**src/rtl/out7seg_scan.sv**
```systemverilog
// out7seg_scan -- time-multiplexed common-anode 7-segment display scanner.
//
// Scans NUM_DIGITS digits round-robin over one shared segment bus. Each digit
// slot lasts CLK_DIV cycles; its first DEAD_CYCLES cycles keep every digit
// disabled so the previous digit's pattern does not ghost onto the next.
// Character codes, decimal points and blank flags live in shadow registers
// that are loaded by a one-cycle strobe.
//
// Optional feature macro: OUT7SEG_BLINK_EN
//   Adds the blink_mask port, a frame counter and a blink phase bit. While the
//   phase is 1, masked digits have their segments forced dark.
//
// Ports:
//   clk          system clock
//   rst_n        asynchronous active-low reset
//   load         one-cycle strobe capturing chars/dp/blank(/blink_mask)
//   chars        5-bit character code per digit, digit i at [5i+4:5i]
//   dp           decimal point per digit, 1 = lit
//   blank        per-digit blank, 1 = digit dark
//   blink_mask   digits that blink (OUT7SEG_BLINK_EN only)
//   segs         active-low segments, [6:0] = a..g, [7] = dp
//   digit_en_n   active-low digit enables, at most one low
//   frame_tick   one-cycle pulse after each complete scan
module out7seg_scan #(
  parameter int NUM_DIGITS   = 4,
  parameter int CLK_DIV      = 50000,
  parameter int DEAD_CYCLES  = 500,
  parameter int BLINK_FRAMES = 64
) (
  input  logic                    clk,
  input  logic                    rst_n,
  input  logic                    load,
  input  logic [5*NUM_DIGITS-1:0] chars,
  input  logic [NUM_DIGITS-1:0]   dp,
  input  logic [NUM_DIGITS-1:0]   blank,
`ifdef OUT7SEG_BLINK_EN
  input  logic [NUM_DIGITS-1:0]   blink_mask,
`endif
  output logic [7:0]              segs,
  output logic [NUM_DIGITS-1:0]   digit_en_n,
  output logic                    frame_tick
);

  localparam int CW = (CLK_DIV > 1) ? $clog2(CLK_DIV) : 1;
  localparam int IW = (NUM_DIGITS > 1) ? $clog2(NUM_DIGITS) : 1;

  // Character generator, gfedcba active-high. Codes 23..31 are dark.
  function automatic logic [6:0] pat(input logic [4:0] code);
    case (code)
      5'd0:  pat = 7'h3F;
      5'd1:  pat = 7'h06;
      5'd2:  pat = 7'h5B;
      5'd3:  pat = 7'h4F;
      5'd4:  pat = 7'h66;
      5'd5:  pat = 7'h6D;
      5'd6:  pat = 7'h7D;
      5'd7:  pat = 7'h07;
      5'd8:  pat = 7'h7F;
      5'd9:  pat = 7'h6F;
      5'd10: pat = 7'h77;
      5'd11: pat = 7'h7C;
      5'd12: pat = 7'h39;
      5'd13: pat = 7'h5E;
      5'd14: pat = 7'h79;
      5'd15: pat = 7'h71;
      5'd16: pat = 7'h40;
      5'd17: pat = 7'h50;
      5'd18: pat = 7'h5C;
      5'd19: pat = 7'h54;
      5'd20: pat = 7'h73;
      5'd21: pat = 7'h38;
      5'd22: pat = 7'h76;
      default: pat = 7'h00;
    endcase
  endfunction

  logic [CW-1:0]                 cnt_q, cnt_d;
  logic [IW-1:0]                 idx_q, idx_d;
  logic [NUM_DIGITS-1:0][4:0]    chars_sh_q, chars_sh_d;
  logic [NUM_DIGITS-1:0]         dp_sh_q, dp_sh_d;
  logic [NUM_DIGITS-1:0]         blank_sh_q, blank_sh_d;
  logic [7:0]                    segs_q, segs_d;
  logic [NUM_DIGITS-1:0]         en_n_q, en_n_d;
  logic                          frame_tick_q, frame_tick_d;
  logic                          cnt_wrap, idx_last, frame_end, dark;

`ifdef OUT7SEG_BLINK_EN
  localparam int FW = (BLINK_FRAMES > 1) ? $clog2(BLINK_FRAMES) : 1;
  logic [NUM_DIGITS-1:0] blink_sh_q, blink_sh_d;
  logic [FW-1:0]         frame_cnt_q, frame_cnt_d;
  logic                  phase_q, phase_d;
`endif

  assign cnt_wrap  = (cnt_q == CW'(CLK_DIV - 1));
  assign idx_last  = (idx_q == IW'(NUM_DIGITS - 1));
  // The last cycle of the last slot: idx wraps to 0 on this edge.
  assign frame_end = cnt_wrap && idx_last;

  always_comb begin
    cnt_d        = cnt_wrap ? '0 : cnt_q + CW'(1);
    idx_d        = idx_q;
    if (cnt_wrap) idx_d = idx_last ? '0 : idx_q + IW'(1);
    frame_tick_d = frame_end;

    chars_sh_d = load ? chars : chars_sh_q;
    dp_sh_d    = load ? dp    : dp_sh_q;
    blank_sh_d = load ? blank : blank_sh_q;

    dark = blank_sh_q[idx_q];
`ifdef OUT7SEG_BLINK_EN
    blink_sh_d  = load ? blink_mask : blink_sh_q;
    frame_cnt_d = frame_cnt_q;
    phase_d     = phase_q;
    // Phase flips on the frame boundary itself so a whole frame sees one phase.
    if (frame_end) begin
      if (frame_cnt_q == FW'(BLINK_FRAMES - 1)) begin
        frame_cnt_d = '0;
        phase_d     = ~phase_q;
      end else begin
        frame_cnt_d = frame_cnt_q + FW'(1);
      end
    end
    dark = dark || (phase_q && blink_sh_q[idx_q]);
`endif

    // Output stage: one cycle behind (cnt, idx); shadow is read as currently held.
    if (cnt_q < CW'(DEAD_CYCLES)) begin
      en_n_d = '1;
      segs_d = 8'hFF;
    end else begin
      en_n_d = ~(NUM_DIGITS'(1) << idx_q);
      segs_d = dark ? 8'hFF : ~{dp_sh_q[idx_q], pat(chars_sh_q[idx_q])};
    end
  end

  always_ff @(posedge clk or negedge rst_n) begin
    if (!rst_n) begin
      cnt_q        <= '0;
      idx_q        <= '0;
      chars_sh_q   <= {NUM_DIGITS{5'd31}};
      dp_sh_q      <= '0;
      blank_sh_q   <= '1;
      segs_q       <= 8'hFF;
      en_n_q       <= '1;
      frame_tick_q <= 1'b0;
    end else begin
      cnt_q        <= cnt_d;
      idx_q        <= idx_d;
      chars_sh_q   <= chars_sh_d;
      dp_sh_q      <= dp_sh_d;
      blank_sh_q   <= blank_sh_d;
      segs_q       <= segs_d;
      en_n_q       <= en_n_d;
      frame_tick_q <= frame_tick_d;
    end
  end

`ifdef OUT7SEG_BLINK_EN
  always_ff @(posedge clk or negedge rst_n) begin
    if (!rst_n) begin
      blink_sh_q  <= '0;
      frame_cnt_q <= '0;
      phase_q     <= 1'b0;
    end else begin
      blink_sh_q  <= blink_sh_d;
      frame_cnt_q <= frame_cnt_d;
      phase_q     <= phase_d;
    end
  end
`endif

  assign segs       = segs_q;
  assign digit_en_n = en_n_q;
  assign frame_tick = frame_tick_q;

endmodule
```
**config.mk**
```make
export PLATFORM = sky130hd
export DESIGN_NAME = out7seg_scan
export DESIGN_NICKNAME = d
export VERILOG_FILES = /design/src/rtl/out7seg_scan.sv
export SDC_FILE = /design/constraint.sdc
export NUM_CORES = 1
export LEC_CHECK = 0
export CAP_MARGIN = 20
export CORE_MARGIN = 5
export CORE_UTILIZATION = 40
export CTS_BUF_LIST = sky130_fd_sc_hd__clkbuf_2 sky130_fd_sc_hd__clkbuf_4 sky130_fd_sc_hd__clkbuf_8
export CTS_CLUSTER_SIZE = 25
export DETAILED_ROUTE_END_ITERATION = 8
export PLACE_DENSITY = 0.63
export SYNTH_ARGS = -nofsm -noshare
export SYNTH_HDL_FRONTEND = slang
export SYNTH_SLANG_ARGS = --single-unit
```
**constraint.sdc**
```tcl
create_clock -name clk -period 2.53 [get_ports clk]
set_input_delay 0.3795 -clock clk [delete_from_list [all_inputs] [get_ports clk]]
set_output_delay 0.3795 -clock clk [all_outputs]
set_load 0.005 [all_outputs]
```
# After elaboration in Yosys (flattened, before gate mapping)
# Memory sizes are Yosys's and may differ from the RTL's.
# Index checks and enable logic that the tools add are counted.
# classes
n_addsub,2
order_cmp,2
eq_ne,2
shifts,1
mux,12
n_bitwise,2
n_reduce_logical,1
# op_table
operator,n
$add 16x1->16 const B,1
$eq 16x16->1 const B,1
$lt 16x9->1 const B,1
$mux 16,1
$mux 8,2
$bmux 5 s2,1
$not 8->8,1
$mux 7,1
$mux 5,1
$bmux 1 s2,2
$mux 4,1
$not 4->4,1
$shl 1x2->4 const A,1
$lt 2x3->1 const B,1
$add 2x1->2 const B,1
$eq 2x2->1 const B,1
$mux 1,2
$mux 2,1
$logic_and 1x1->1,1
# totals
register_bits,59
rom_bits,224
input_bits,31
mem_count,1
# mem_list
memory,words,width,read_ports,rd_clocked_by_memory_dff,write_ports,line,rtl
(no name shown),32,7,1,0,0,49,case (code)

# Depth between registers and ports, before layout
# An unclocked memory read counts as a cell.
# logic_depth
depth_word,7
ltp_mapped,8

# Least setup slack after synthesis
# No wires, ideal clock.
# synth_timing
kind,reg-to-reg
start,register idx_q[0]
end,"register segs_q[3], in the netlist segs[3]"
setup_ps,86
arrival_time_ps,1971
required_ps,2444
path_slack_ps,473
path_stages_with_launch,8
n_path_buf,1
period_less_slack_ps,2057
cell_sequence,dfrtp_1 -> buf_6 -> mux4_1 -> inv_1 -> ha_1 -> mux2i_1 -> nor3_1 -> o31ai_2
# synth_between
elab_chain_cells,7
# synth_lines
item,line,rtl
start: declaration,78,"logic [IW-1:0] idx_q, idx_d;"
start signal: assignment,148,idx_q <= idx_d;
$bmux 5 s2,132,"segs_d = dark ? 8'hFF : ~{dp_sh_q[idx_q], pat(chars_sh_q[idx_q])};"
$mux 5 (implied by the code),132,
$mem_v2 32x7,n/a,
$mux 7,127,if (cnt_q < CW'(DEAD_CYCLES)) begin
$not 8->8,132,
$mux 8 *,132,
$mux 8 *,127,
named net segs_d[3],82,"logic [7:0] segs_q, segs_d;"
end signal: assignment,152,segs_q <= segs_d;
end: declaration,82,
# Mark *: on every way through the listed nets, which the timed path passes. The rest lies on a longest branch. The select of a mux whose other input is x is not followed.
# A chain may end at the register's enable or synchronous reset.

# Final worst setup path
# Ends and elaborated chain as after synthesis.

==> results by group <==
Placement
  • I/O Buffers: 43
  • Pre-CTS setup slack: between 300 and 400 ps
  • GP Congestion: between 0.7 and 0.8
  • DP HPWL: around 3900 µm
  • DP Area: 3501 µm²
  • Cells after DPL: about 370

Clock tree
  • Clk_lat worst skew: about 330 ps
  • Root buffer cell: clkbuf_8
  • CTS tree: done
  • Clock tree buffer depth: 2
  • CTS Hold Buffers Added: 0
  • Num CTS Buffers: 9
  • Post-CTS Setup Bufs: 0
  • Clock sinks: 59
  • H-tree Lvls: 3
  • Clock-pin slew on the worst setup and hold paths: approximately 70 ps
  • Resized cells post-CTS: 0

Logic synthesis
  • Post-synth ARST share: 1.000
  • Sequential fraction of the synthesis area: 0.5086
  • Syn avg cell area: ~13 µm²
  • Yosys reg bits: about 60
  • Cell count after synthesis: ~240
  • Synthesized area: ~3000 µm²
  • Synth cell types: between 50 and 60
  • YS warnings: 0
  • Post-synth EDFFs: 0
  • Mapped Nets: 279
  • Top_reg_cell synth: dfstp_2

STA
  • Clock Skew: 5.200 ps
  • # setup viols final: 0
  • Slew Limit Fails: 0
  • Final WS setup: ~330 ps
  • Fmax: ~460 MHz
  • Fin crit share: 0.8685
  • Slew headroom: 0.6670
  • TNS Setup: 0 ps
  • RSZ-0062 raised after global routing: false
  • Hold violation count in the final report: 0
  • Fin crit period: around 2200 ps
  • Least-Margin Pin Slew: ~500 ps

Worst setup path
  • Critical Path End: segs[3]
  • Most frequent CP cell: inv_1
  • CP startpoint: idx_q[0]
  • CP Launch Type: flop
  • WP data required: between 2000 and 3000 ps
  • Levels on crit path: 7
  • FF-to-FF setup slack: 330 ps
  • Worst setup path category: flop to flop
  • CP max stage cell: mux4_1
  • WP data arrival: 2450 ps
  • Crit path cell chain: mux4_1, inv_1, ha_1, inv_1, mux2i_1, nor3_1, o31ai_2
  • R2R cell count: 7
  • CP Max Fanout: 6
  • Largest delay share family, worst path: multiplexers
  • Buf+Inv Stages, Crit Path: 2
  • Slowest stage delay, CP: 700 ps
  • Worst reg2reg endpoint: segs[3]
  • Crit. End Element: flop
  • RR Startpoint: idx_q[0]

Power and ir drop
  • Sequential power share: 0.444
  • Gate power share: 0.109
  • Leak: between 0.0015 and 0.002 µW
  • Net Sw Frac: 0.2125
  • Worst vdd ir: ~0.00036 V
  • Internal power: 1847 µW
  • Clk network pwr share: 0.446
  • Switch Pwr: roughly 500 µW
  • Pwr Density: about 630 nW/µm²

Floorplan
  • Area of the die: around 9300 µm²
  • Std cell rows: 31
  • Die Span X: roughly 96 µm
  • Top Ports: 44
  • Die Y: between 90 and 100 µm
  • Initial Utilization: 0.4125
  • Core ar.: 7253 µm²

Finish
  • Diode count: 0
  • Post-layout util: 0.5165
  • Fillcell total: approximately 630
  • Finished Layout Cells: approximately 380
  • Layout cells sized above 1: 0.3404
  • Area Overhead vs Synth: 25.22%
  • Post-route cell area: between 3000 and 4000 µm²
  • Final net count: approximately 320

Routing
  • Via count: 1915
  • Initial DRC Count: between 100 and 150
  • Post-DR wirelength/cell: roughly 15 µm
  • Number of nets with antenna violations after routing: 0
  • Routed vias/inst: about 5
  • Final routed DRC violation total: 0
  • First-pass detailed-route iteration total: 4
  • Post-Route WL: between 5000 and 6000 µm

Global routing
  • Global route overflow: 0
  • All-Layer GR Usage: 0.1390
  • First-pass GRT wire length: slightly below 10000 µm
  • Pin count of the biggest net entering global routing: 60
  • Initial antenna violation count: 0
  • Vias in the first global route: 1964

Outcome
  • Status: finished clean

Flow run
  • Max Cap Viol: 0

Worst hold path
  • HP Class: input port to asynchronous set/reset pin
==> stage by stage <==
| step | power (µW) | hold slack [ps] |
|---|---|---|
| 6_report | 2346 | 46.52 |
| 5_1_grt | 2456 | 56.73 |
| 4_1_cts | 2385 | 35.61 |
| 3_5_place_dp | 1317 | 407.7 |
| 3_3_place_gp | 1313 | 408.8 |
| 2_1_floorplan | 1217 | 83.91 |
==> flip-flops by register name, indices dropped and copies added (netlist names) <==
register    flops
blank_sh_q      4
chars_sh_q     20
cnt_q          16
digit_en_n      4
dp_sh_q         4
frame_tick      1
idx_q           2
segs            8
==> final cells by class <==
class                      instances  area (µm²)  area share
inverter                           9       33.78    0.009018
multi-input combinational        154        1354      0.3614
clock inverter                     5       100.1     0.02672
timing repair buffer              47       467.9      0.1249
tap                               99       123.9     0.03307
clock buffer                      11       145.1     0.03874
sequential                        59        1521      0.4061
==> synthesized netlist by cell type, types with 3 or more instances <==
| library cell | count | area share |
|---|---|---|
| nand2_1 | 14 | 0.018 |
| mux2_2 | 30 | 0.11 |
| buf_4 | 3 | 0.0075 |
| xor2_1 | 10 | 0.029 |
| buf_2 | 3 | 0.0050 |
| inv_1 | 9 | 0.011 |
| nor3_1 | 4 | 0.0067 |
| mux4_1 | 4 | 0.035 |
| nand4_1 | 5 | 0.010 |
| nor2_1 | 13 | 0.016 |
| ha_1 | 12 | 0.050 |
| mux2i_1 | 4 | 0.013 |
| nor3b_1 | 4 | 0.010 |
| o21ai_0 | 4 | 0.0067 |
| clkbuf_1 | 4 | 0.0050 |
| dfrtp_1 | 23 | 0.19 |
| dfstp_2 | 36 | 0.32 |
| mux4_2 | 3 | 0.023 |
| nand3_1 | 7 | 0.012 |
| a21oi_1 | 4 | 0.0067 |
==> cell usage in the layout (no fill, tap or decap), drive strengths merged, types with 7 or more instances in the layout <==
cell type / synthesis / layout
clkbuf: 4 / 11
clkdlybuf4s50: 0 / 42
dfrtp: 23 / 23
dfstp: 36 / 36
ha: 12 / 12
inv: 9 / 9
mux2: 30 / 30
mux4: 7 / 7
nand2: 14 / 14
nand3: 7 / 7
nor2: 13 / 13
xor2: 10 / 10
==> power groups by stage <==
stage | combinational (µW) | clock (µW) | sequential [µW]
2_1_floorplan | 171 | 0 | 1050
3_3_place_gp | 255 | 0 | 1060
3_5_place_dp | 258 | 0 | 1060
4_1_cts | 259 | 1080 | 1040
5_1_grt | 285 | 1120 | 1050
6_report | 256 | 1050 | 1040
==> how the worst min path moves through the flow <==
stage | cells after the start | to | slack, ps | start
3_5_place_dp | 2 | dp_sh_q[0] | 410 | rst_n
4_1_cts | 2 | dp_sh_q[0] | 40 | rst_n
2_1_floorplan | 0 | cnt_q[0] | 80 | rst_n
5_1_grt | 2 | dp_sh_q[0] | 60 | rst_n
3_3_place_gp | 2 | dp_sh_q[0] | 410 | rst_n
6_report | 2 | dp_sh_q[2] | 50 | rst_n
==> cell families after synthesis <==
| kind of cell | count (synthesis) | synth area share |
|---|---|---|
| xor+xnor | 12 | 0.03513 |
| flops | 59 | 0.5086 |
| buf+inv | 23 | 0.03889 |
| compound gates | 22 | 0.05438 |
| simple gates | 67 | 0.1288 |
| fa+ha+maj | 12 | 0.05019 |
| mux | 41 | 0.1840 |
==> routing by layer <==
metal  global-route usage  share of wire  vias up
met5                    0              0        -
met4              0.06659          0.016        0
met3              0.06042          0.057        6
met2               0.1810           0.41       42
met1               0.1956           0.51      930
li1                     -              -      937
Note: power is estimated with default switching activity, not from simulation.
